`config.mk`:
```
export PLATFORM = sky130hd
export DESIGN_NAME = cfg_req_initiator_flat
export DESIGN_NICKNAME = d
export VERILOG_FILES = /design/src/rtl/cfg_req_initiator_if.sv /design/src/rtl/cfg_req_initiator.sv /design/src/flat_wrapper.sv
export SDC_FILE = /design/constraint.sdc
export NUM_CORES = 1
export LEC_CHECK = 0
export BUFFER_PORTS_ARGS = -buffer_cell sky130_fd_sc_hd__buf_2
export CAP_MARGIN = 20
export CORE_MARGIN = 1.5
export CORE_UTILIZATION = 30
export DETAILED_ROUTE_END_ITERATION = 8
export GPL_TIMING_DRIVEN = 0
export HOLD_SLACK_MARGIN = 0.12
export SYNTH_ARGS = -nofsm -noshare
export SYNTH_HDL_FRONTEND = slang
export SYNTH_SLANG_ARGS = --single-unit
```
`constraint.sdc`:
```
create_clock -name clk -period 3.87 [get_ports clk]
set_input_delay 0.387 -clock clk [delete_from_list [all_inputs] [get_ports clk]]
set_output_delay 0.387 -clock clk [all_outputs]
set_load 0.02 [all_outputs]
```
`src/rtl/cfg_req_initiator_if.sv`:
```
// Command, response and config-bus signals of the requester. req layout (MSB first):
// valid, opcode[3:0], addr[47:0], be[7:0], data[63:0], sai[7:0], fid[7:0], bar[2:0].
// ack layout (MSB first): write_valid, read_valid, data[63:0], read_miss, write_miss, sai_successfull.
interface cfg_req_initiator_if;
    logic          cmd_valid;
    logic          cmd_ready;
    logic [3:0]    cmd_opcode;
    logic [47:0]   cmd_addr;
    logic [7:0]    cmd_be;
    logic [63:0]   cmd_data;
    logic [7:0]    cmd_sai;
    logic [7:0]    cmd_fid;
    logic [2:0]    cmd_bar;
    logic [143:0]  req;
    logic [68:0]   ack;
    logic          rsp_valid;
    logic          rsp_ready;
    logic [63:0]   rsp_data;
    logic [2:0]    rsp_status;

    // Environment side: local master plus register target.
    modport master (
        output cmd_valid, cmd_opcode, cmd_addr, cmd_be, cmd_data, cmd_sai, cmd_fid, cmd_bar,
        input  cmd_ready,
        input  req,
        output ack,
        input  rsp_valid, rsp_data, rsp_status,
        output rsp_ready
    );

    // Requester side.
    modport slave (
        input  cmd_valid, cmd_opcode, cmd_addr, cmd_be, cmd_data, cmd_sai, cmd_fid, cmd_bar,
        output cmd_ready,
        output req,
        input  ack,
        output rsp_valid, rsp_data, rsp_status,
        input  rsp_ready
    );
endinterface

```
`src/rtl/cfg_req_initiator.sv`:
```
// Config-bus requester: one command in flight, single-beat request, ack/timeout
// resolution into a status-coded response, and a saturating stray-ack counter.
module cfg_req_initiator #(
    parameter  int TIMEOUT = 256,
    localparam int TMR_W   = $clog2(TIMEOUT) + 1
) (
    input  logic                 clk,
    input  logic                 rst_n,
    cfg_req_initiator_if.slave   bus,
    output logic [7:0]           stray_ack_cnt
);
    localparam logic [1:0] S_IDLE  = 2'd0;
    localparam logic [1:0] S_ISSUE = 2'd1;
    localparam logic [1:0] S_WAIT  = 2'd2;
    localparam logic [1:0] S_RESP  = 2'd3;

    localparam logic [2:0] ST_OK      = 3'd0;
    localparam logic [2:0] ST_MISS    = 3'd1;
    localparam logic [2:0] ST_SAIFAIL = 3'd2;
    localparam logic [2:0] ST_TIMEOUT = 3'd3;
    localparam logic [2:0] ST_PROTO   = 3'd4;
    localparam logic [2:0] ST_ILLEGAL = 3'd5;

    localparam logic [TMR_W-1:0] TMR_LAST = TMR_W'(TIMEOUT - 1);

    logic [1:0]       state_reg, state_next;
    logic [143:0]     req_reg;
    logic             is_write_reg;
    logic [TMR_W-1:0] timer_reg;
    logic             rsp_valid_reg;
    logic [63:0]      rsp_data_reg;
    logic [2:0]       rsp_status_reg;
    logic [7:0]       stray_reg;

    logic        ack_wv, ack_rv, ack_rm, ack_wm, ack_sai;
    logic [63:0] ack_data;
    logic        any_ack, exp_valid, exp_miss, opp_class;
    logic        accept, illegal, timer_expired;
    logic [2:0]  res_status;
    logic [63:0] res_data;

    assign ack_wv   = bus.ack[68];
    assign ack_rv   = bus.ack[67];
    assign ack_data = bus.ack[66:3];
    assign ack_rm   = bus.ack[2];
    assign ack_wm   = bus.ack[1];
    assign ack_sai  = bus.ack[0];
    assign any_ack  = ack_wv | ack_rv | ack_rm | ack_wm;

    assign exp_valid = is_write_reg ? ack_wv : ack_rv;
    assign exp_miss  = is_write_reg ? ack_wm : ack_rm;
    assign opp_class = is_write_reg ? (ack_rv | ack_rm) : (ack_wv | ack_wm);

    assign bus.cmd_ready  = (state_reg == S_IDLE) && rst_n;
    assign accept         = bus.cmd_valid && bus.cmd_ready;
    assign illegal        = bus.cmd_opcode[3];
    assign timer_expired  = (timer_reg == TMR_LAST);

    assign bus.req        = req_reg;
    assign bus.rsp_valid  = rsp_valid_reg;
    assign bus.rsp_data   = rsp_data_reg;
    assign bus.rsp_status = rsp_status_reg;
    assign stray_ack_cnt  = stray_reg;

    // Priority-ordered ack resolution; only meaningful while any_ack is set in WAIT.
    always_comb begin
        res_status = ST_OK;
        res_data   = 64'd0;
        if ((exp_valid && exp_miss) || opp_class) begin
            res_status = ST_PROTO;
        end else if (exp_miss) begin
            res_status = ST_MISS;
        end else if (!ack_sai) begin
            res_status = ST_SAIFAIL;
        end else begin
            res_status = ST_OK;
            res_data   = is_write_reg ? 64'd0 : ack_data;
        end
    end

    always_comb begin
        state_next = state_reg;
        case (state_reg)
            S_IDLE:  if (accept) state_next = illegal ? S_RESP : S_ISSUE;
            S_ISSUE: state_next = S_WAIT;
            S_WAIT:  if (any_ack || timer_expired) state_next = S_RESP;
            S_RESP:  if (bus.rsp_ready) state_next = S_IDLE;
            default: state_next = S_IDLE;
        endcase
    end

    always_ff @(posedge clk) begin
        if (!rst_n) begin
            state_reg      <= S_IDLE;
            req_reg        <= '0;
            is_write_reg   <= 1'b0;
            timer_reg      <= '0;
            rsp_valid_reg  <= 1'b0;
            rsp_data_reg   <= 64'd0;
            rsp_status_reg <= 3'd0;
            stray_reg      <= 8'd0;
        end else begin
            state_reg <= state_next;

            if (any_ack && (state_reg != S_WAIT) && (stray_reg != 8'd255))
                stray_reg <= stray_reg + 8'd1;

            case (state_reg)
                S_IDLE: begin
                    if (accept) begin
                        is_write_reg <= bus.cmd_opcode[0];
                        // Illegal commands still latch their fields but never raise valid.
                        req_reg <= {~illegal, bus.cmd_opcode, bus.cmd_addr, bus.cmd_be,
                                    bus.cmd_data, bus.cmd_sai, bus.cmd_fid, bus.cmd_bar};
                        if (illegal) begin
                            rsp_valid_reg  <= 1'b1;
                            rsp_status_reg <= ST_ILLEGAL;
                            rsp_data_reg   <= 64'd0;
                        end
                    end
                end
                S_ISSUE: begin
                    req_reg[143] <= 1'b0;
                    timer_reg    <= '0;
                end
                S_WAIT: begin
                    timer_reg <= timer_reg + TMR_W'(1);
                    if (any_ack) begin
                        rsp_valid_reg  <= 1'b1;
                        rsp_status_reg <= res_status;
                        rsp_data_reg   <= res_data;
                    end else if (timer_expired) begin
                        rsp_valid_reg  <= 1'b1;
                        rsp_status_reg <= ST_TIMEOUT;
                        rsp_data_reg   <= 64'd0;
                    end
                end
                S_RESP: begin
                    if (bus.rsp_ready) begin
                        rsp_valid_reg  <= 1'b0;
                        rsp_status_reg <= 3'd0;
                        rsp_data_reg   <= 64'd0;
                    end
                end
                default: ;
            endcase
        end
    end
endmodule

```
`src/flat_wrapper.sv`:
```
// flat-port wrapper written by rule: the top's interface ports become plain ports
module cfg_req_initiator_flat 
#(
    parameter  int TIMEOUT = 256,
    localparam int TMR_W   = $clog2(TIMEOUT) + 1
)
  (clk, rst_n, stray_ack_cnt, bus_cmd_valid, bus_cmd_opcode, bus_cmd_addr, bus_cmd_be, bus_cmd_data, bus_cmd_sai, bus_cmd_fid, bus_cmd_bar, bus_cmd_ready, bus_req, bus_ack, bus_rsp_valid, bus_rsp_data, bus_rsp_status, bus_rsp_ready);
  cfg_req_initiator_if bus_i ();
  input  logic clk;
  input  logic rst_n;
  output logic [7:0] stray_ack_cnt;
  input wire logic [$bits(bus_i.cmd_valid)-1:0] bus_cmd_valid;
  input wire logic [$bits(bus_i.cmd_opcode)-1:0] bus_cmd_opcode;
  input wire logic [$bits(bus_i.cmd_addr)-1:0] bus_cmd_addr;
  input wire logic [$bits(bus_i.cmd_be)-1:0] bus_cmd_be;
  input wire logic [$bits(bus_i.cmd_data)-1:0] bus_cmd_data;
  input wire logic [$bits(bus_i.cmd_sai)-1:0] bus_cmd_sai;
  input wire logic [$bits(bus_i.cmd_fid)-1:0] bus_cmd_fid;
  input wire logic [$bits(bus_i.cmd_bar)-1:0] bus_cmd_bar;
  output wire logic [$bits(bus_i.cmd_ready)-1:0] bus_cmd_ready;
  output wire logic [$bits(bus_i.req)-1:0] bus_req;
  input wire logic [$bits(bus_i.ack)-1:0] bus_ack;
  output wire logic [$bits(bus_i.rsp_valid)-1:0] bus_rsp_valid;
  output wire logic [$bits(bus_i.rsp_data)-1:0] bus_rsp_data;
  output wire logic [$bits(bus_i.rsp_status)-1:0] bus_rsp_status;
  input wire logic [$bits(bus_i.rsp_ready)-1:0] bus_rsp_ready;
  assign bus_i.cmd_valid = bus_cmd_valid;
  assign bus_i.cmd_opcode = bus_cmd_opcode;
  assign bus_i.cmd_addr = bus_cmd_addr;
  assign bus_i.cmd_be = bus_cmd_be;
  assign bus_i.cmd_data = bus_cmd_data;
  assign bus_i.cmd_sai = bus_cmd_sai;
  assign bus_i.cmd_fid = bus_cmd_fid;
  assign bus_i.cmd_bar = bus_cmd_bar;
  assign bus_cmd_ready = bus_i.cmd_ready;
  assign bus_req = bus_i.req;
  assign bus_i.ack = bus_ack;
  assign bus_rsp_valid = bus_i.rsp_valid;
  assign bus_rsp_data = bus_i.rsp_data;
  assign bus_rsp_status = bus_i.rsp_status;
  assign bus_i.rsp_ready = bus_rsp_ready;
  cfg_req_initiator #(.TIMEOUT(TIMEOUT)) u_core (.clk(clk), .rst_n(rst_n), .bus(bus_i), .stray_ack_cnt(stray_ack_cnt));
endmodule
```
==> results.json, run 1 <==
{
  "status": "finished clean",
  "design_area_um2": 13900,
  "syn-instance-count": 1053,
  "worst-path-buf-inv": 6,
  "critPathTopFamily": "buffers and inverters",
  "grt_use_total_pct": 21.8,
  "final_common_cell": "buf_2",
  "vias_per_cell": 4.69,
  "tightest_slew_ns": 0.789,
  "setup_violations": 0,
  "cpPeakStageDelay_ns": 0.59,
  "antenna_found_initial": 4,
  "die_h_um": 172,
  "area_growth_pct": 61.6,
  "slowest_stage": "clkbuf_1",
  "finClkSkew_ns": 0.0145,
  "place_area_um2": 11300,
  "clkTransAtPathRegs_ns": 0.06,
  "drc_errors": 0,
  "critPathLaunchType": "flop",
  "fin_tns_setup_ns": 0,
  "synth-simple-area-share_pct": 23.1,
  "largest_reg_flops": 144,
  "synth_top_family_by_area": "simple AND/OR/NAND/NOR gates",
  "die_w_um": 172,
  "syn_avg_cell_area_um2": 8.18,
  "grt_pass1_wl_mm": 50.0,
  "cts_buffers": 26,
  "drive_gt1_share_pct": 28.8,
  "vdd_drop_max_v": 0.000318,
  "final_cell_mix": "buf_2 (449), nand2_1 (360), dfxtp_1 (231), dlygate4sd3_1 (177), o21ai_0 (143)",
  "hp-class": "primary input to flop",
  "synth_xor_area_share_pct": 1.32,
  "critical_path.most_common_cell": "buf_2",
  "cap_violations": 0,
  "synth-edff-count": 0,
  "routed_wl_mm": 34.7,
  "core-area_um2": 28000,
  "ys_seq_area_share_pct": 53.7,
  "layout.nets": 1917,
  "ys_types": 38,
  "power.total_mw": 7.84,
  "synth-seq-cells": 231,
  "cp.required_ns": 4.32,
  "ys_async_sr_fraction_pct": 0,
  "num_vias": 9800,
  "p_leak_nw": 6.20,
  "post_cts_resized": 0,
  "root_buffer": "clkbuf_16",
  "gr-total-overflow": 0,
  "muxShareOfSynthArea_pct": 0.349,
  "synthAdderAreaFrac_pct": 1.16,
  "clock_sinks": 231,
  "worstSetupPathType": "flop to flop",
  "synthFlopType": "dfxtp_1",
  "synth_compound_gate_area_share_pct": 16.0,
  "yosysWarnings": 0,
  "cts_tree": "yes",
  "num_io_pins": 437,
  "h-tree-depth": 1,
  "start_util_pct": 30.7,
  "ant_nets": 0,
  "drtIter0Drc": 433,
  "finalMaxSlewViolations": 0,
  "hold_viol_final": 0,
  "dieArea_um2": 29700,
  "power_density_nw_per_um2": 563,
  "cp-end-kind": "flop",
  "timing.final.crit_share_pct": 74.6,
  "wire_per_inst_um": 16.6,
  "place_congestion": 0.806,
  "drt_pass1_iterations": 5,
  "place.port_buffers": 435,
  "worstPathCellList": "inv_1, ha_1, buf_2, and3_1, clkbuf_1, buf_2, buf_2, clkbuf_1, nand2_1, o21ai_0",
  "netlist_area_um2": 8610,
  "num_rows": 61,
  "fmax_mhz": 346,
  "dpl.hpwl_mm": 25.1,
  "cts.path.max_buffers": 3,
  "grt_pass1_vias": 9511,
  "grt_max_degree": 14,
  "clk_latency_ns": 0.53,
  "slew_headroom_pct": 47.4,
  "finalCriticalPeriod_ns": 2.89,
  "path_max_fanout": 10,
  "worstPathArrival_ns": 3.34,
  "rsz0062_at_grt": "false",
  "synthesis.nets": 1277
}
## Yosys cell counts (5+ instances only)
cell type    n  area, um^2
nand2_1    360        1350
dfxtp_1    231        4620
o21ai_0    143         716
nand3_1     71         355
clkbuf_1    58         218
a21boi_0    39         293
a21boi_1    28         210
buf_2       14        70.1
nor2_1      11        41.3
and2_1      10        62.6
ha_1         8         100
buf_1        7        26.3
xnor2_1      7        61.3
nor3_1       6        30.0
xor2_1       6        52.6
inv_1        5        18.8
## worst register-to-register path, delay by kind of cell (launching register included)
family,cells,cell delay (ns)
AO/OA/AOI/OAI,1,0.10
flip-flops,1,0.35
buffers and inverters,6,1.89
AND/OR/NAND/NOR,2,0.33
adder cells (fa/ha/maj),1,0.14
## per-stage QoR
step,utilization [%],cells,hold WS [ns],setup WS [ns]
after floorplan,-,1053,0.467,1.64
after global placement,40.2,1866,0.434,0.797
after detailed placement,40.2,1866,0.439,0.828
after CTS,49.7,2089,0.121,0.817
after global routing,49.7,2091,0.132,0.691
final,49.7,2091,0.128,0.981
## report_power, final
part	leakage [nW]	total (mW)	internal [mW]	switching [mW]
combinational	3.88	2.37	0.785	1.58
clock	0.433	2.56	1.58	0.986
sequential	1.88	2.91	2.71	0.194
## cells by family (layout without fill, tap and decap cells)
| group | after synthesis | count (layout) |
|---|---|---|
| xor gates and xnor gates | 13 | 13 |
| muxes | 3 | 3 |
| other | 0 | 2 |
| AOI/OAI and AO/OA | 230 | 230 |
| and+or+nand+nor | 480 | 480 |
| buffers and inverters | 88 | 746 |
| DFF | 231 | 231 |
| adders and majority gates | 8 | 8 |
## metal layers
layer / global-route usage (%) / part of all wire, %
met5: 0 / 0.037
met4: 12.4 / 5.6
met1: 22.8 / 37
met2: 39.3 / 49
met3: 5.88 / 8.2
## area by class of cell
type / count / area [um^2]
clock buffers: 37 / 733
flip-flops and latches: 231 / 4620
inverters: 5 / 18.8
fillers: 2672 / 14100
diodes: 2 / 5.00
multi-input cells: 734 / 3610
clock inverters: 9 / 149
well taps: 378 / 473
repair buffers: 612 / 3950
plain buffers: 83 / 355
## worst paths after layout
kind	slack (ns)	start	to	cells past startpoint
max	0.98	u_core.state_reg[0]	u_core.bus.req[132]	10
max reg2reg	0.98	u_core.state_reg[0]	u_core.bus.req[132]	10
min	0.13	bus_cmd_addr[8]	u_core.bus.req[99]	3
min reg2reg	0.44	u_core.bus.rsp_data[47]	u_core.bus.rsp_data[47]	2
## repair_timing
item                                   4_1_cts  5_1_grt
setup buffers                                0        0
hold buffers                               177        0
endpoints found under the hold margin      177        0
(Power assumes the default switching activity.)
==> run 2: changes to the inputs <==
==> constraint.sdc (replaced) <==
create_clock -name clk -period 2.6 [get_ports clk]
set_input_delay 0.26 -clock clk [delete_from_list [all_inputs] [get_ports clk]]
set_output_delay 0.26 -clock clk [all_outputs]
set_load 0.02 [all_outputs]
==> run 2 against run 1 <==
Against the previous run:
- core utilization increased by 1.6 points
- sequential power grew 49%
- via count increased by 1.5%
- register-to-register slack worse by 0.81 ns
- sequential share of layout area is 1.0 points lower
- clock-buffer cell count unchanged
- first-iteration DRC count is 2.1% lower
- largest power group unchanged
- clock power increased by 49%
- non-clock buffer count grew 35
==> results.json, run 2 (same netlist as run 1, synthesis figures left out) <==
{
  "cts_tree": "yes",
  "drive_gt1_share_pct": 29.8,
  "nFillCells": 2600,
  "clock_sinks": 231,
  "worstPathArrival_ns": 2.88,
  "dpl.hpwl_mm": 25.1,
  "fmax_mhz": 411,
  "antenna_found_initial": 5,
  "final_common_cell": "buf_2",
  "cts.path.max_buffers": 3,
  "holdPathStages": 4,
  "grt_max_degree": 14,
  "fin_hold_ws_ns": 0.150,
  "setup_violations": 0,
  "worstPathCellList": "ha_4, nand3_1, nor2_2, and3_1, ha_1, nor3_1, a221oi_2, buf_4, o311a_4, buf_8, buf_6, nand3_1, a21boi_1",
  "wire_per_inst_um": 16.7,
  "hold_end": "u_core.bus.req[143]",
  "vias_per_cell": 4.68,
  "critPathLaunchType": "flop",
  "grt_use_total_pct": 22.1,
  "finalCriticalPeriod_ns": 2.43,
  "clkTransAtPathRegs_ns": 0.06,
  "cap_violations": 0,
  "vdd_drop_max_v": 0.000477,
  "timing.final.crit_share_pct": 93.5,
  "path_max_fanout": 10,
  "cpPeakStageDelay_ns": 0.37,
  "final_core_util_pct": 51.3,
  "seqCellArea_um2": 4630,
  "num_io_pins": 437,
  "multi_input_area_um2": 3650,
  "largest_reg_flops": 144,
  "slowest_stage": "dfxtp_4",
  "place.port_buffers": 435,
  "place_congestion": 0.806,
  "grt_pass1_wl_mm": 50.9,
  "highest_layer": "met5",
  "layout.nets": 1952,
  "power.total_mw": 12.0,
  "root_buffer": "clkbuf_16",
  "area_growth_pct": 66.8,
  "worstSetupPathType": "flop to flop",
  "drtIter0Drc": 424,
  "finalMaxSlewViolations": 0,
  "rr_endpoint": "u_core.bus.rsp_data[59]",
  "gr-total-overflow": 0,
  "slew_headroom_pct": 48.8,
  "drc_errors": 0,
  "die_h_um": 172,
  "tightest_slew_ns": 0.769,
  "core-area_um2": 28000,
  "num_vias": 9951,
  "status": "finished clean",
  "hp-class": "primary input to flop",
  "ant_nets": 0,
  "p_leak_nw": 6.41,
  "h-tree-depth": 1,
  "route.met3.wl_mm": 2.77,
  "rsz0062_at_grt": "true",
  "power_density_nw_per_um2": 832,
  "drt_pass1_iterations": 4,
  "hp-start": "bus_cmd_valid",
  "route.met2.wl_mm": 17.2,
  "finClkSkew_ns": 0.00922,
  "critical_path.most_common_cell": "nand3_1",
  "cp-end-kind": "flop",
  "cp.required_ns": 3.05,
  "worst-r2r-cell-count": 13,
  "die_w_um": 172,
  "num_rows": 61,
  "m1WireLength_mm": 13.5,
  "final_cell_mix": "buf_2 (447), nand2_1 (360), dfxtp_1 (229), dlygate4sd3_1 (207), o21ai_0 (143)",
  "routed_wl_mm": 35.5,
  "grt_pass1_vias": 9715,
  "cts_buffers": 26,
  "reg2reg_slack_ns": 0.17,
  "clk_latency_ns": 0.53,
  "hold_viol_final": 0,
  "dieArea_um2": 29700,
  "worstReg2RegStart": "u_core.timer_reg[0]",
  "start_util_pct": 30.7
}
## run 2: cell count changes in the layout (fill, tap and decap cells not counted), sizes merged
cell	previous run	this run
buf	460	463
clkbuf	95	97
diode	2	3
dlygate4sd3	177	207
## run 2: routing by layer
layer	track usage, %	vias to the layer above
met4	12.6	2
met2	39.9	430
met5	0	-
met3	5.65	106
met1	23.3	4575
li1	-	4838
## run 2: worst max path at each step
stage	start	end	slack, ns	depth (start not counted)
6_report	u_core.timer_reg[0]	u_core.bus.rsp_data[59]	0.17	13
5_1_grt	u_core.timer_reg[0]	u_core.bus.rsp_data[49]	-0.005	12
4_1_cts	u_core.timer_reg[0]	u_core.bus.rsp_data[49]	0.02	13
3_5_place_dp	u_core.state_reg[0]	u_core.bus.req[134]	-0.44	9
3_3_place_gp	u_core.state_reg[0]	u_core.bus.req[134]	-0.47	9
2_1_floorplan	u_core.timer_reg[0]	u_core.bus.rsp_valid	0.37	12
## run 2: through the flow
step	setup WS (ns)	setup TNS, ns	std cells	cell area [um^2]
floorplan	0.371	0	1053	8610
global placement	-0.473	-27.10	1866	11300
detailed placement	-0.442	-29.34	1866	11300
CTS	0.0202	0	2120	14300
global route	-0.00525	-0.00814	2127	14400
finish	0.169	0	2127	14400
## run 2: power by group
group	leakage, nW	internal (mW)	switching (mW)	total [mW]
logic	4.09	1.39	2.41	3.80
registers	1.89	4.04	0.292	4.33
clock network	0.433	2.35	1.47	3.82
total	6.41	7.78	4.18	12.0
## run 2: critical path, delay by kind of cell, from the launching register on
family	cells	cell delay (ns)
AO/OA/AOI/OAI	3	0.75
adder cells (fa/ha/maj)	2	0.30
buffers and inverters	3	0.44
flip-flops	1	0.37
AND/OR/NAND/NOR	5	0.50
## run 2: repair_timing
item,CTS,global route
endpoints found under the setup margin,208,89
setup buffers,2,3
hold buffers,207,0
gates resized for setup,15,29
pin swaps,0,4
cloned,0,1
endpoints found under the hold margin,207,0
## run 2: final cells by class
type                    instances  area share (%)
multi-input cells             734            25.4
well taps                     378            3.29
flip-flops and latches        231            32.2
clock buffers                  37            5.10
clock inverters                 9            1.04
inverters                       5           0.131
diodes                          3          0.0523
plain buffers                  82            2.74
repair buffers                648            30.0
==> run 3: changes to the inputs <==
--- a/config.mk
+++ b/config.mk
@@ -6,9 +6,9 @@
 export NUM_CORES = 1
 export LEC_CHECK = 0
 export BUFFER_PORTS_ARGS = -buffer_cell sky130_fd_sc_hd__buf_2
-export CAP_MARGIN = 20
 export CORE_MARGIN = 1.5
 export CORE_UTILIZATION = 30
+export CTS_CLUSTER_SIZE = 25
 export DETAILED_ROUTE_END_ITERATION = 8
 export GPL_TIMING_DRIVEN = 0
 export HOLD_SLACK_MARGIN = 0.12
==> constraint.sdc (replaced) <==
create_clock -name clk -period 2 [get_ports clk]
set_input_delay 0.2 -clock clk [delete_from_list [all_inputs] [get_ports clk]]
set_output_delay 0.2 -clock clk [all_outputs]
set_load 0.02 [all_outputs]
==> run 3 against run 2 <==
Against the previous run:
- the flow now finishes with violations (setup timing)
- global-route usage grew 1.0 points
- clock power grew 29%
- routed wire length grew 7.6%
- non-clock buffer count grew 22
- fmax grew 2.4%
- clock-buffer cell count is the same
- clock skew is essentially flat
- worst setup slack lost 0.54 ns
- cell area grew 6.5%
- sequential cell count is the same
- power grew 44%
==> results.json, run 3 (same netlist as run 1, synthesis figures left out) <==
{
  "rsz0062_at_grt": "true",
  "cpPeakStageDelay_ns": 0.36,
  "critPathLaunchType": "flop",
  "drc_errors": 0,
  "failed_checks": "setup timing",
  "switching_share_pct": 35.6,
  "setup_ws_ns": -0.375,
  "ant_nets": 0,
  "cts_tree": "yes",
  "pwr-share-seq_pct": 32.7,
  "fin_hold_ws_ns": 0.196,
  "worst-path-buf-inv": 3,
  "fin_tns_setup_ns": -17.87,
  "clock_sinks": 231,
  "num_vias": 10228,
  "tightest_slew_ns": 0.713,
  "dieArea_um2": 29700,
  "power_density_nw_per_um2": 1120,
  "hp-start": "bus_ack[67]",
  "final_cell_mix": "buf_2 (442), nand2_1 (343), dfxtp_1 (227), dlygate4sd3_1 (211), o21ai_0 (143)",
  "design_area_um2": 15300,
  "vdd_drop_max_v": 0.000681,
  "p_leak_nw": 6.71,
  "clockPowerShare_pct": 28.7,
  "layout.nets": 1975,
  "intPower_mw": 11.1,
  "area_growth_pct": 77.6,
  "die_h_um": 172,
  "hold_viol_final": 0,
  "cp-end-kind": "flop",
  "worstReg2RegStart": "u_core.timer_reg[0]",
  "critPathTopFamily": "compound AO/OA/AOI/OAI gates",
  "routed_wl_mm": 38.2,
  "final_common_cell": "buf_2",
  "path_max_fanout": 8,
  "power.total_mw": 17.2,
  "drtIter0Drc": 456,
  "worstSetupStartpoint": "u_core.timer_reg[0]",
  "worstSetupPathType": "flop to flop",
  "place.port_buffers": 435,
  "nFillCells": 2436,
  "gr-total-overflow": 0,
  "grt_use_total_pct": 23.1,
  "num_rows": 61,
  "finalCriticalPeriod_ns": 2.38,
  "num_io_pins": 437,
  "worstPathCellList": "ha_4, nand3_2, nor2_2, and3_4, ha_4, nor3_2, a221oi_2, buf_4, o311a_4, buf_12, clkbuf_16, nand3_2, a21boi_1",
  "start_util_pct": 30.7,
  "clkTransAtPathRegs_ns": 0.06,
  "h-tree-depth": 1,
  "grt_max_degree": 13,
  "p_switching_mw": 6.11,
  "hp-class": "primary input to flop",
  "power_frac_comb_pct": 38.5,
  "cp.required_ns": 2.44,
  "root_buffer": "clkbuf_16",
  "drive_gt1_share_pct": 37.0,
  "place_area_um2": 11300,
  "slew_headroom_pct": 52.5,
  "die_w_um": 172,
  "post-place-ws_ns": -1.01,
  "status": "complete, but fails checks",
  "grt_pass1_vias": 9993,
  "place_congestion": 0.866,
  "finClkSkew_ns": 0.00950,
  "slowest_stage": "dfxtp_4",
  "antenna_found_initial": 1,
  "cts.path.max_buffers": 3,
  "drt_pass1_iterations": 4,
  "setup_violations": 70,
  "clk_latency_ns": 0.53,
  "cts_buffers": 27,
  "grt_pass1_wl_mm": 53.5,
  "cap_violations": 0,
  "core-area_um2": 28000,
  "finalMaxSlewViolations": 0,
  "dpl.hpwl_mm": 25.0,
  "largest_reg_flops": 144,
  "wire_per_inst_um": 17.8,
  "worstPathArrival_ns": 2.81,
  "timing.final.crit_share_pct": 119,
  "vias_per_cell": 4.76,
  "fmax_mhz": 421
}
[run 3: cell types whose count changed in the layout (fill, tap and decap cells not counted), moves of 6 or more]
cell,change
a21boi_0,-32
a21boi_1,+16
a21boi_2,+16
buf_6,+13
buf_8,+6
clkbuf_1,-23
clkbuf_4,+6
nand2_1,-17
nand2_2,+17
nand3_1,-52
nand3_2,+49
[run 3: area by class of cell]
cell class / instances / area [um^2] / area share [%]
Antenna cell: 1 / 2.50 / 0.0164
Buffer: 80 / 534 / 3.49
Clock buffer: 37 / 773 / 5.06
Clock inverter: 11 / 113 / 0.736
Inverter: 5 / 18.8 / 0.123
Multi-Input combinational cell: 734 / 4090 / 26.8
Sequential cell: 231 / 4630 / 30.3
Tap cell: 378 / 473 / 3.09
Timing Repair Buffer: 672 / 4660 / 30.4
[run 3: worst register-to-register path, delay by kind of cell (launching register included)]
family | cells | cell delay, ns
flip-flops | 1 | 0.36
adder cells (fa/ha/maj) | 2 | 0.27
AND/OR/NAND/NOR | 5 | 0.52
buffers and inverters | 3 | 0.49
AO/OA/AOI/OAI | 3 | 0.65
[run 3: layer usage]
layer,up-vias,wire (um),track usage [%]
met2,455,19000,43.4
met1,4778,14300,24.7
met4,0,2010,10.4
met5,-,0,0
li1,4883,-,-
met3,112,2870,4.97
[run 3: power by group through the flow]
stage	Sequential, mW	Clock [mW]	Combinational, mW
2_1_floorplan	6.41	0	1.87
3_3_place_gp	5.67	0	4.29
3_5_place_dp	5.69	0	4.31
4_1_cts	5.61	5.00	6.08
5_1_grt	5.70	5.21	7.01
6_report	5.63	4.94	6.62
[run 3: worst paths after layout]
kind	end	slack, ns	cells past startpoint
worst max register to register	u_core.bus.rsp_data[40]	-0.38	13
worst min-delay path	u_core.bus.rsp_status[1]	0.20	4
worst min register to register	u_core.bus.req[15]	0.45	2
worst max-delay path	u_core.bus.rsp_data[40]	-0.38	13
[run 3: per-stage QoR]
stage                     util, %  std cells
after CTS                    53.2       2146
after floorplan                 -       1053
after detailed placement     40.3       1866
after global placement       40.3       1866
final                        54.6       2149
after global routing         54.6       2149
[run 3: repair_timing]
| item | CTS | global route |
|---|---|---|
| hold buffers | 211 | 0 |
| gates resized for setup | 152 | 95 |
| endpoints found under the setup margin | 217 | 226 |
| endpoints found under the hold margin | 210 | 0 |
| gates cloned | 6 | 3 |
| setup buffers | 17 | 1 |
| pin swaps | 61 | 63 |
